<file path="src/rtl/decryption_sequencer.sv">
// Front-end scheduler for the decryption engine bank: routes each message to one
// engine, broadcasts the latched key, holds off upstream while the engine drains, merges outputs.
module decryption_sequencer #(
    parameter int          NUM_ENG = 3,
    parameter int          SEL_W   = 2,
    parameter logic [7:0]  TERM    = 8'hFA,
    parameter int          MAX_LEN = 50,
    parameter int          LEN_W   = 6
) (
    input  logic                 clk,
    input  logic                 rst,
    input  logic [SEL_W-1:0]     sel_i,
    input  logic [15:0]          key_i,
    input  logic [7:0]           data_i,
    input  logic                 valid_i,
    output logic                 busy_o,
    output logic [7:0]           eng_data_o,
    output logic [NUM_ENG-1:0]   eng_valid_o,
    output logic [15:0]          eng_key_o,
    input  logic [NUM_ENG-1:0]   eng_busy_i,
    input  logic [NUM_ENG*8-1:0] eng_data_i,
    input  logic [NUM_ENG-1:0]   eng_valid_i,
    output logic [7:0]           data_o,
    output logic                 valid_o,
    output logic                 err_o,
    output logic [LEN_W-1:0]     len_o
);

    typedef enum logic [1:0] {IDLE, ROUTE, DRAIN} state_t;

    // Last non-TERM byte may land at count MAX_LEN-1; the final slot stays free for TERM.
    localparam logic [LEN_W-1:0] CNT_LIMIT = LEN_W'(MAX_LEN - 1);

    state_t               state_q, state_d;
    logic [SEL_W-1:0]     sel_q, sel_d;
    logic [LEN_W-1:0]     cnt_q, cnt_d;
    logic [LEN_W-1:0]     len_q, len_d;
    logic [15:0]          key_q, key_d;
    logic [7:0]           eng_data_q, eng_data_d;
    logic [NUM_ENG-1:0]   eng_valid_q, eng_valid_d;
    logic [7:0]           data_q, data_d;
    logic                 valid_q, valid_d;
    logic                 busy_q, busy_d;
    logic                 err_q, err_d;
    logic                 dwell_q, dwell_d;

    logic [7:0]           sel_byte;
    logic                 sel_vld;
    logic                 sel_bsy;
    logic                 sel_ok;
    logic                 is_term;

    function automatic logic [NUM_ENG-1:0] onehot(input logic [SEL_W-1:0] s);
        logic [NUM_ENG-1:0] v;
        for (int k = 0; k < NUM_ENG; k++) begin
            v[k] = (s == SEL_W'(k));
        end
        return v;
    endfunction

    always_comb begin
        sel_byte = '0;
        sel_vld  = 1'b0;
        sel_bsy  = 1'b0;
        for (int k = 0; k < NUM_ENG; k++) begin
            if (sel_q == SEL_W'(k)) begin
                sel_byte = eng_data_i[8*k +: 8];
                sel_vld  = eng_valid_i[k];
                sel_bsy  = eng_busy_i[k];
            end
        end
    end

    assign sel_ok  = (int'(sel_i) < NUM_ENG);
    assign is_term = (data_i == TERM);

    always_comb begin
        state_d     = state_q;
        sel_d       = sel_q;
        cnt_d       = cnt_q;
        len_d       = len_q;
        key_d       = key_q;
        eng_data_d  = eng_data_q;
        eng_valid_d = '0;
        err_d       = 1'b0;
        dwell_d     = dwell_q;

        case (state_q)
            IDLE: begin
                if (valid_i) begin
                    if (!sel_ok) begin
                        err_d = 1'b1;
                    end else begin
                        sel_d       = sel_i;
                        key_d       = key_i;
                        eng_data_d  = data_i;
                        eng_valid_d = onehot(sel_i);
                        cnt_d       = LEN_W'(1);
                        dwell_d     = 1'b0;
                        state_d     = is_term ? DRAIN : ROUTE;
                    end
                end
            end
            ROUTE: begin
                if (valid_i) begin
                    if (is_term || (cnt_q < CNT_LIMIT)) begin
                        eng_data_d  = data_i;
                        eng_valid_d = onehot(sel_q);
                        cnt_d       = cnt_q + LEN_W'(1);
                        if (is_term) begin
                            dwell_d = 1'b0;
                            state_d = DRAIN;
                        end
                    end else begin
                        err_d = 1'b1;
                    end
                end
            end
            DRAIN: begin
                // dwell_q marks that one full DRAIN cycle has already elapsed.
                dwell_d = 1'b1;
                if (valid_i && busy_q) begin
                    err_d = 1'b1;
                end
                if (dwell_q && !sel_bsy && !sel_vld) begin
                    len_d   = cnt_q;
                    cnt_d   = '0;
                    state_d = IDLE;
                end
            end
            default: begin
                state_d = IDLE;
            end
        endcase
    end

    assign busy_d  = (state_d == DRAIN);
    assign valid_d = sel_vld;
    assign data_d  = sel_vld ? sel_byte : data_q;

    always_ff @(posedge clk or posedge rst) begin
        if (rst) begin
            state_q     <= IDLE;
            sel_q       <= '0;
            cnt_q       <= '0;
            len_q       <= '0;
            key_q       <= '0;
            eng_data_q  <= '0;
            eng_valid_q <= '0;
            data_q      <= '0;
            valid_q     <= 1'b0;
            busy_q      <= 1'b0;
            err_q       <= 1'b0;
            dwell_q     <= 1'b0;
        end else begin
            state_q     <= state_d;
            sel_q       <= sel_d;
            cnt_q       <= cnt_d;
            len_q       <= len_d;
            key_q       <= key_d;
            eng_data_q  <= eng_data_d;
            eng_valid_q <= eng_valid_d;
            data_q      <= data_d;
            valid_q     <= valid_d;
            busy_q      <= busy_d;
            err_q       <= err_d;
            dwell_q     <= dwell_d;
        end
    end

    assign busy_o      = busy_q;
    assign eng_data_o  = eng_data_q;
    assign eng_valid_o = eng_valid_q;
    assign eng_key_o   = key_q;
    assign data_o      = data_q;
    assign valid_o     = valid_q;
    assign err_o       = err_q;
    assign len_o       = len_q;

endmodule

</file>
<file path="config.mk">
export PLATFORM = sky130hd
export DESIGN_NAME = decryption_sequencer
export DESIGN_NICKNAME = d
export VERILOG_FILES = /design/src/rtl/decryption_sequencer.sv
export SDC_FILE = /design/constraint.sdc
export NUM_CORES = 1
export LEC_CHECK = 0
export ABC_AREA = 1
export CORE_ASPECT_RATIO = 0.75
export CORE_MARGIN = 4
export CORE_UTILIZATION = 47
export CTS_CLUSTER_DIAMETER = 60
export DETAILED_ROUTE_END_ITERATION = 7
export GPL_ROUTABILITY_DRIVEN = 0
export PLACE_DENSITY = 0.85
export SETUP_SLACK_MARGIN = 0.15
export SLEW_MARGIN = 20
export SYNTH_ARGS = -nofsm -noshare
export SYNTH_HDL_FRONTEND = slang
export SYNTH_SLANG_ARGS = --single-unit
export TNS_END_PERCENT = 100
</file>
<file path="constraint.sdc">
create_clock -name clk -period 4.8 [get_ports clk]
set_clock_uncertainty 0.2 [all_clocks]
set_input_delay 0.72 -clock clk [delete_from_list [all_inputs] [get_ports clk]]
set_output_delay 0.72 -clock clk [all_outputs]
set_load 0.03 [all_outputs]
</file>
==> impl_results.md <==
* Fill count at 427
* CORE AREA at 0.00541 sq mm
* Most used cell, CP: nand2_1
* Layout cells sized above 1 at 4.79%
* Crit path cell chain: clkdlybuf4s50_1, nand2_1, nor2_1, nand2_1, nand3_1, nand2_1, inv_2, nand2_2, nand2_1, o21ai_1
* Cts repair resizes at 0
* Warning count from the yosys run at 0
* Unrepaired setup endpoints after global routing: false
* Die ar. at 0.00697 sq mm
* Port bufs at 102
* Post-DP HPWL at 5470 um
* # IOs at 103
* Postcts setup bufs at 0
* Setup_tns at 0 ns
* Synth unique cells at 28
* Register area at 0.00138 sq mm
* Row Count at 23
* Syn_nets at 398
* Commonest non-fill, non-tap cell in the layout: nand2_1
* Wire length of the first global-routing pass at 11900 um
* Hold Violations, Final at 0
* Maximum vdd drop at 0.000289 V
* CP max stage delay at 0.49 ns
* Hold_buf cts at 0
* Leak pwr at 1.83 nW
* Final period util at 49.0%
* Pin count of the biggest net entering global routing at 56
* Worst-Margin Slew at 0.689 ns
* Status: finished clean
* Nets at 503
* Critical Path End Type: flip-flop
* Num Clock Sinks at 55
* Total CTS buffers at 5
* Clock Path Buffers at 2
* Footprint of the multi-input gates at 0.00116 sq mm
* DR WL/cell at 13.9 um
* GRT Total Usage at 21.8%
* Critical Setup Path Class: input port to flip-flop
* Critical-path top delay cell: clkdlybuf4s50_1
* Startpoint Class: input port
* PwrDens at 557 mW/mm^2
* Synthesized cell area at 0.00267 sq mm
* Count of pins over their slew limit at 0
* # diodes at 0
* Initial core utilization at 49.4%
* Die W at 95.1 um
* Antenna viol nets, final at 0
* Data arrival, critical path at 2.35 ns
* Worst hold path type: flip-flop to flip-flop
* Final setup fails at 0
* Root Driver: clkbuf_8
* Crit Path Max Fanout at 14
* Worst relative slew slack at 54.0%
* Fin util at 71.4%
* Sequential share of the synthesized area at 51.5%
* Max H-tree Level at 2
* Setup WS pre-CTS at 2.13 ns
* FMAX at 0.425 GHz
* Most frequent cells in the layout: nand2_1 (143), clkdlybuf4s50_1 (102), dfrtp_1 (55), nand3_1 (29), inv_1 (24)
* Clock period minus worst slack at 2.35 ns
* WL final at 7130 um
* Aggregate global routing overflow at 0
* Worst-skew pair later-pin latency at 0.31 ns
* #FFs+latches synth at 55
* Max-cap viol count at 0
* Initial DRC count at 123
* Total chip power at 2.15 mW
* Clk slew on worst S/H paths at 0.10 ns
* Area Overhead vs Synth at 44.6%
* DRC at 0
* Drt pass-1 iters at 4
* Cells after Synth at 332
* CTS tree: built
* Vias in the first global route at 2493
* Die H at 73.3 um
* Setup WS post-layout at 2.45 ns
* Total number of vias at 2580
* Worst endpoint required time at 4.80 ns
* Vias per cell at 5.03
* Initial antenna violation count at 0
* Avg Inst Size Synth at 8.05 sq um
[state kept, by name, summed over array words and instances (netlist names)]
register / flops
sel_q: 2
err_o: 1
eng_data_o: 8
eng_key_o: 16
eng_valid_o: 3
state_q: 2
len_o: 6
valid_o: 1
cnt_q: 6
dwell_q: 1
data_o: 8
busy_o: 1
[layer usage]
layer / global-route usage (%) / part of all wire [%]
met5: 0 / 0
met4: 4.48 / 0.84
met3: 4.71 / 7.3
met2: 35.8 / 49
met1: 30.1 / 43
[synthesized netlist by cell type, drive strengths merged]
master | number | area, sq um
o41ai | 1 | 8.76
clkinv | 2 | 7.51
a21oi | 4 | 20.0
a21boi | 1 | 18.8
nand3b | 2 | 15.0
o211ai | 1 | 7.51
xnor2 | 1 | 8.76
dfrtp | 55 | 1380
o21ai | 8 | 40.0
ha | 7 | 87.6
inv | 27 | 101
nor2 | 26 | 118
a41oi | 8 | 70.1
a211oi | 1 | 7.51
nand2 | 146 | 566
nor4 | 2 | 12.5
o21a | 4 | 30.0
clkbuf | 4 | 15.0
nand3 | 29 | 145
nor3 | 1 | 5.00
buf | 2 | 12.5
[cell families (layout without fill, tap and decap cells)]
| family | count (synthesis) | count (layout) | synth area share (%) |
|---|---|---|---|
| AOI/OAI and AO/OA | 28 | 28 | 7.58 |
| DFF | 55 | 55 | 51.5 |
| adders and majority gates | 7 | 7 | 3.28 |
| and+or+nand+nor | 206 | 206 | 32.2 |
| buffers and inverters | 35 | 141 | 5.10 |
| xor gates and xnor gates | 1 | 1 | 0.328 |
[metrics by stage]
step                      instance area (sq um)  hold WS, ns  cells
after floorplan                            2670        0.253    332
after global placement                     3770        0.254    505
after detailed placement                   3770        0.258    505
after CTS                                  3860        0.282    513
after global routing                       3860        0.315    513
final                                      3860        0.279    513
[where the power goes]
group / switching [mW] / total, mW / leakage (nW) / internal [mW]
clock network: 0.151 / 0.252 / 0.0402 / 0.102
registers: 0.111 / 0.744 / 0.697 / 0.632
logic: 0.708 / 1.16 / 1.09 / 0.449
[path summary, 6_finish.rpt]
path	start	endpoint	slack [ns]	cells past startpoint
hold reg to reg	eng_key_o[7]	eng_key_o[7]	0.28	2
setup / recovery	data_i[4]	eng_data_o[0]	2.45	10
min in group asynchronous	rst	eng_key_o[2]	0.75	3
hold / removal	eng_key_o[7]	eng_key_o[7]	0.28	2
setup reg to reg	state_q[1]	eng_data_o[0]	2.61	7
max in group asynchronous	rst	err_o	3.18	3
[final cells by class]
type | instances | share of cell area, %
clock buffers | 5 | 1.78
flip-flops and latches | 55 | 35.6
inverters | 29 | 2.82
multi-input cells | 242 | 30.0
well taps | 75 | 2.43
repair buffers | 104 | 26.8
clock inverters | 3 | 0.518
[critical path, delay by kind of cell]
family                 cells  cell delay (ns)
AO/OA/AOI/OAI              1             0.06
AND/OR/NAND/NOR            7             0.87
buffers and inverters      2             0.70
Note: power is estimated with default switching activity, not from simulation.
